### config.mk
export PLATFORM = sky130hd
export DESIGN_NAME = timer_arbiter_flat
export DESIGN_NICKNAME = d
export VERILOG_FILES = /design/src/rtl/timer_arbiter_if.sv /design/src/rtl/timer_arbiter.sv /design/src/flat_wrapper.sv
export SDC_FILE = /design/constraint.sdc
export NUM_CORES = 1
export LEC_CHECK = 0
export BUFFER_PORTS_ARGS = -buffer_cell sky130_fd_sc_hd__buf_2
export CAP_MARGIN = 25
export CORE_ASPECT_RATIO = 0.9
export CORE_MARGIN = 2
export CORE_UTILIZATION = 46
export CTS_BUF_LIST = sky130_fd_sc_hd__clkbuf_2
export CTS_CLUSTER_SIZE = 10
export DETAILED_ROUTE_END_ITERATION = 16
export GPL_ROUTABILITY_DRIVEN = 0
export PLACE_DENSITY = 0.9
export SLEW_MARGIN = 20
export SYNTH_ARGS = -nofsm -noshare
export SYNTH_HDL_FRONTEND = slang
export SYNTH_SLANG_ARGS = --single-unit
### constraint.sdc
create_clock -name clk -period 1.8 [get_ports clk]
set_input_delay 0.27 -clock clk [delete_from_list [all_inputs] [get_ports clk]]
set_output_delay 0.27 -clock clk [all_outputs]
set_load 0.05 [all_outputs]
### src/rtl/timer_arbiter_if.sv
// Request/grant bundle between requesters and the shared timer.
// Requesters drive req/dur; the arbiter returns grant/done/busy/count.
interface timer_arbiter_if #(
    parameter int NUM_REQ = 4,
    parameter int CNT_W   = 8
);
    logic [NUM_REQ-1:0]       req;
    logic [NUM_REQ*CNT_W-1:0] dur;
    logic [NUM_REQ-1:0]       grant;
    logic [NUM_REQ-1:0]       done;
    logic                     busy;
    logic [CNT_W-1:0]         count;

    modport master (
        output req, dur,
        input  grant, done, busy, count
    );

    modport slave (
        input  req, dur,
        output grant, done, busy, count
    );
endinterface

### src/rtl/timer_arbiter.sv
// Round-robin arbiter sharing one up-counter between NUM_REQ requesters.
// Winner's duration is latched at grant; done pulses once on completion.
module timer_arbiter #(
    parameter int NUM_REQ = 4,
    parameter int CNT_W   = 8
) (
    input  logic            clk,
    input  logic            rst_n,
    input  logic            ena,
    timer_arbiter_if.slave  bus
);
    localparam int IDX_W = (NUM_REQ > 1) ? $clog2(NUM_REQ) : 1;
    localparam logic [IDX_W:0] NR = (IDX_W+1)'(NUM_REQ);

    typedef enum logic [1:0] {
        IDLE = 2'd0,
        RUN  = 2'd1,
        DONE = 2'd2
    } state_t;

    state_t             state, state_n;
    logic [NUM_REQ-1:0] grant, grant_n;
    logic [CNT_W-1:0]   cnt, cnt_n;
    logic [CNT_W-1:0]   tgt, tgt_n;
    logic [IDX_W-1:0]   ptr, ptr_n;
    logic [IDX_W-1:0]   own, own_n;
    logic [IDX_W-1:0]   win;
    logic [IDX_W-1:0]   own_inc;
    logic [CNT_W-1:0]   dur_a [NUM_REQ];

    function automatic logic [IDX_W-1:0] wrap(input logic [IDX_W:0] s);
        logic [IDX_W:0] r;
        r = (s >= NR) ? s - NR : s;
        return r[IDX_W-1:0];
    endfunction

    for (genvar i = 0; i < NUM_REQ; i++) begin : g_dur
        assign dur_a[i] = bus.dur[i*CNT_W +: CNT_W];
    end

    // Scan downward so the nearest requester at or after ptr is kept.
    always_comb begin
        win = ptr;
        for (int k = NUM_REQ - 1; k >= 0; k--) begin
            if (bus.req[wrap({1'b0, ptr} + (IDX_W+1)'(k))])
                win = wrap({1'b0, ptr} + (IDX_W+1)'(k));
        end
    end

    assign own_inc = wrap({1'b0, own} + (IDX_W+1)'(1));

    always_comb begin
        state_n = state;
        grant_n = grant;
        cnt_n   = cnt;
        tgt_n   = tgt;
        ptr_n   = ptr;
        own_n   = own;
        unique case (state)
            IDLE: begin
                grant_n = '0;
                if (|bus.req) begin
                    state_n        = RUN;
                    own_n          = win;
                    grant_n[win]   = 1'b1;
                    tgt_n          = dur_a[win];
                    cnt_n          = '0;
                end
            end
            RUN: begin
                if (!bus.req[own]) begin
                    state_n = IDLE;
                    grant_n = '0;
                    ptr_n   = own_inc;
                end else if (cnt == tgt) begin
                    state_n = DONE;
                end else if (ena) begin
                    cnt_n = cnt + 1'b1;
                end
            end
            DONE: begin
                state_n = IDLE;
                grant_n = '0;
                ptr_n   = own_inc;
            end
            default: begin
                state_n = IDLE;
                grant_n = '0;
            end
        endcase
    end

    always_ff @(posedge clk) begin
        if (!rst_n) begin
            state <= IDLE;
            grant <= '0;
            cnt   <= '0;
            tgt   <= '0;
            ptr   <= '0;
            own   <= '0;
        end else begin
            state <= state_n;
            grant <= grant_n;
            cnt   <= cnt_n;
            tgt   <= tgt_n;
            ptr   <= ptr_n;
            own   <= own_n;
        end
    end

    // done is the owner's grant bit qualified by the single DONE cycle.
    assign bus.grant = grant;
    assign bus.done  = (state == DONE) ? grant : '0;
    assign bus.busy  = (state != IDLE);
    assign bus.count = cnt;
endmodule

### src/flat_wrapper.sv
// flat-port wrapper written by rule: the top's interface ports become plain ports
module timer_arbiter_flat 
#(
    parameter int NUM_REQ = 4,
    parameter int CNT_W   = 8
)
  (clk, rst_n, ena, bus_req, bus_dur, bus_grant, bus_done, bus_busy, bus_count);
  timer_arbiter_if #(.NUM_REQ(NUM_REQ), .CNT_W(CNT_W)) bus_i ();
  input  logic clk;
  input  logic rst_n;
  input  logic ena;
  input wire logic [$bits(bus_i.req)-1:0] bus_req;
  input wire logic [$bits(bus_i.dur)-1:0] bus_dur;
  output wire logic [$bits(bus_i.grant)-1:0] bus_grant;
  output wire logic [$bits(bus_i.done)-1:0] bus_done;
  output wire logic [$bits(bus_i.busy)-1:0] bus_busy;
  output wire logic [$bits(bus_i.count)-1:0] bus_count;
  assign bus_i.req = bus_req;
  assign bus_i.dur = bus_dur;
  assign bus_grant = bus_i.grant;
  assign bus_done = bus_i.done;
  assign bus_busy = bus_i.busy;
  assign bus_count = bus_i.count;
  timer_arbiter #(.NUM_REQ(NUM_REQ), .CNT_W(CNT_W)) u_core (.clk(clk), .rst_n(rst_n), .ena(ena), .bus(bus_i));
endmodule
==> impl_metrics.yaml <==
floorplan:
  fp.dieW_um: 65.5
  die_h_um: 59.4
  num_io_pins: 56
  core_area_sq_mm: 0.00333
  rows: 20
  initial_core_util_pct: 47.1
  die-area_sq_mm: 0.00389
global_route:
  grt_overflow: 0
  busiest_layer: "met2"
  grt_use_total_pct: 20.8
  grt_max_degree: 14
  antenna_found_initial: 0
  grtUsageMet2_pct: 38.6
  grt_pass1_vias: 1395
  grt_use_met3_pct: 2.47
  grt_pass1_wl_mm: 6.24
  grt_use_met1_pct: 25.5
worst_setup_path:
  cpPeakStageDelay_ps: 410
  reg2reg_to: "u_core.tgt[2]$_SDFFE_PN0P_"
  crit_type: "reg2reg"
  r2r_cells: 7
  path_delay_family: "compound AO/OA/AOI/OAI gates"
  arrival_ps: 2100
  rrSetupSlack_ps: -40
  rr_startpoint: "u_core.ptr[0]$_SDFFE_PN0P_"
  required_ps: 2060
  cp.buffers_inverters: 1
  worst_path_max_delay_cell: "dfxtp_2"
  worstSetupEndpointType: "flip-flop"
  path_max_fanout: 7
  crit_path_start_kind: "flip-flop"
  crit_chain: "and2b_1 > nor4_2 > a21o_4 > nor3b_4 > buf_6 > a22o_1 > a211o_1"
flow_run:
  maxCapViolCount: 0
drt:
  first_pass_iters: 4
  drc_errors: 0
  wl_per_cell_um: 14.8
  finalWirelength_mm: 4.09
  drt.antenna.violating_nets: 0
  vias: 1517
  vias_per_cell: 5.48
  drt_iter0_markers: 67
sta:
  whs_ps: 212
  setup_tns_ps: -117
  tightest_slew_ps: 467
  setup_ws_ps: -43.8
  slew_headroom_pct: 68.8
  setup_viol: 7
  drv_slew: 0
  finalHoldViolations: 0
  fmax_mhz: 542
  rsz0062_at_grt: "true"
  skew_ps: 7.02
  min_period_ps: 1840
  final.period_utilization_pct: 102
clock_tree:
  clockBufferDepth: 2
  cts_buffers: 3
  clk_latency_ps: 340
  ctsRootBufferMaster: "clkbuf_2"
  cts.sinks: 26
  htreeDepth: 1
  cts_tree: "done"
  clk_pin_slew_worst_paths_ps: 230
logic_synthesis:
  ys_seq_elements: 26
  syn_area_per_cell_sq_um: 9.50
  synthFlopType: "dfxtp_1"
  ys_seq_area_share_pct: 33.2
  async_reset_ff_share_pct: 0
  yosysWarnings: 0
  synth_edf_count: 0
  syn_nets: 205
  syn_inst: 165
  yosysUniqueCellTypes: 47
  synth.cell_area_sq_mm: 0.00157
cells_and_area:
  antenna_cells: 0
  nNetsFinal: 275
  fill_cells: 277
  stdcell_area_sq_mm: 0.00208
  post-route-util_pct: 62.5
  syn2layout_area_growth_pct: 32.7
  drive_gt1_share_pct: 47.6
placed_design:
  post-dp-hpwl_mm: 3.07
  io_buffer_count: 55
  placed_cell_area_sq_mm: 0.00196
hold_path:
  worstHoldEndpoint: "u_core.tgt[1]$_SDFFE_PN0P_"
  holdPathStages: 3
  worstHoldPathType: "in2reg"
  hp-start: "bus_dur[9]"
power:
  ir_drop_mv: 0.450
  power_density_mw_per_mm2: 916
  total_power_mw: 1.91
  leakagePower_nw: 1.07
status:
  violations: "negative setup slack"
  outcome: "complete, but fails checks"
==> per-layer routing <==
layer | up-vias | share of wire [%]
met5 | - | 0
met4 | 0 | 1.2
met3 | 6 | 6.5
met2 | 66 | 51
met1 | 707 | 41
li1 | 738 | -
==> per-stage QoR <==
stage,instances,worst slack [ps]
3_5_place_dp,270,-178
6_report,277,-43.8
2_1_floorplan,165,22.2
5_1_grt,277,-135
3_3_place_gp,270,-60.1
4_1_cts,273,-5.53
==> area by class of cell <==
cell class / count / area [sq um] / share of cell area (%)
Multi-Input combinational cell: 126 / 1020 / 49.1
Tap cell: 44 / 55.1 / 2.65
Clock buffer: 3 / 15.0 / 0.722
Sequential cell: 26 / 536 / 25.7
Inverter: 6 / 22.5 / 1.08
Timing Repair Buffer: 72 / 430 / 20.7
==> cells in the mapped netlist (3+ instances only) <==
cell type,instances,area share [%]
a31oi_1,4,1.6
nor2b_1,5,2.0
mux2i_1,11,7.0
and2_1,6,2.4
a21o_1,3,1.4
nand2b_1,3,1.2
a22o_1,9,5.0
nor2_1,15,3.6
nand4_1,3,1.2
xnor2_1,11,6.1
nand2_1,9,2.2
inv_1,6,1.4
a211o_1,9,5.0
dfxtp_1,26,33
==> worst reg2reg max path: cells and delay by family (launching register included) <==
family                 cells  cell delay (ps)
DFF                        1              410
AOI/OAI and AO/OA          3              660
buffers and inverters      1              120
and+or+nand+nor            3              580
==> state kept, by name (all words and copies together), names as in the netlist <==
register	flops
u_core.bus.count	8
u_core.bus.grant	4
u_core.own	2
u_core.ptr	2
u_core.state	2
u_core.tgt	8
==> worst max path at each step <==
stage | startpoint | endpoint | slack, ps | cells after the start
3_5_place_dp | bus_req[0] | u_core.tgt[2]$_SDFFE_PN0P_ | -180 | 7
5_1_grt | u_core.ptr[0]$_SDFFE_PN0P_ | u_core.tgt[2]$_SDFFE_PN0P_ | -140 | 7
4_1_cts | u_core.ptr[0]$_SDFFE_PN0P_ | u_core.tgt[2]$_SDFFE_PN0P_ | -6 | 7
2_1_floorplan | u_core.state[1]$_SDFFE_PN0P_ | u_core.bus.count[7]$_SDFFE_PN0P_ | 20 | 6
6_report | u_core.ptr[0]$_SDFFE_PN0P_ | u_core.tgt[2]$_SDFFE_PN0P_ | -40 | 7
3_3_place_gp | bus_req[0] | u_core.tgt[1]$_SDFFE_PN0P_ | -60 | 8
==> layout by cell type, fill, tap and decap left out, types with 2 or more instances in the layout <==
master	n
dfxtp_1	14
xnor2_1	11
mux2i_1	11
a211o_1	9
nor2_4	2
a41o_2	2
dfxtp_2	12
nand2_1	9
buf_6	4
and2_1	6
o211a_1	2
a41o_1	2
inv_1	6
a31oi_1	4
or2_4	2
a21o_1	3
nor2b_1	4
buf_2	55
nand4_1	3
and3_2	2
nand3_1	2
nand2b_1	3
and3b_1	2
a22o_1	9
buf_4	12
a211oi_4	2
nor2_1	15
clkbuf_2	3
==> power breakdown <==
part	total, mW	switching [mW]	leakage, nW	internal, mW
sequential	0.752	0.0787	0.218	0.673
combinational	0.943	0.500	0.835	0.444
clock	0.211	0.166	0.0125	0.0453
total	1.91	0.744	1.07	1.16
==> cell families (layout without fill, tap and decap cells) <==
kind of cell               Yosys count  count (layout)  synth area share [%]
and+or+nand+nor                     60              61                  23.0
adders and majority gates            1               1                 0.798
xor gates and xnor gates            11              11                  6.15
buffers and inverters               14              81                  5.51
muxes                               12              12                  8.46
DFF                                 26              26                  33.2
AOI/OAI and AO/OA                   41              41                  22.9
==> what timing repair did <==
| action | 4_1_cts | 5_1_grt |
|---|---|---|
| gates resized for setup | 9 | 10 |
| buffers inserted | 1 | 3 |
| pin swaps | 3 | 16 |
| endpoints found under the setup margin | 12 | 16 |
| gates cloned | 0 | 1 |
| hold buffers | 0 | 0 |
Power figures use the tool's default switching activity.
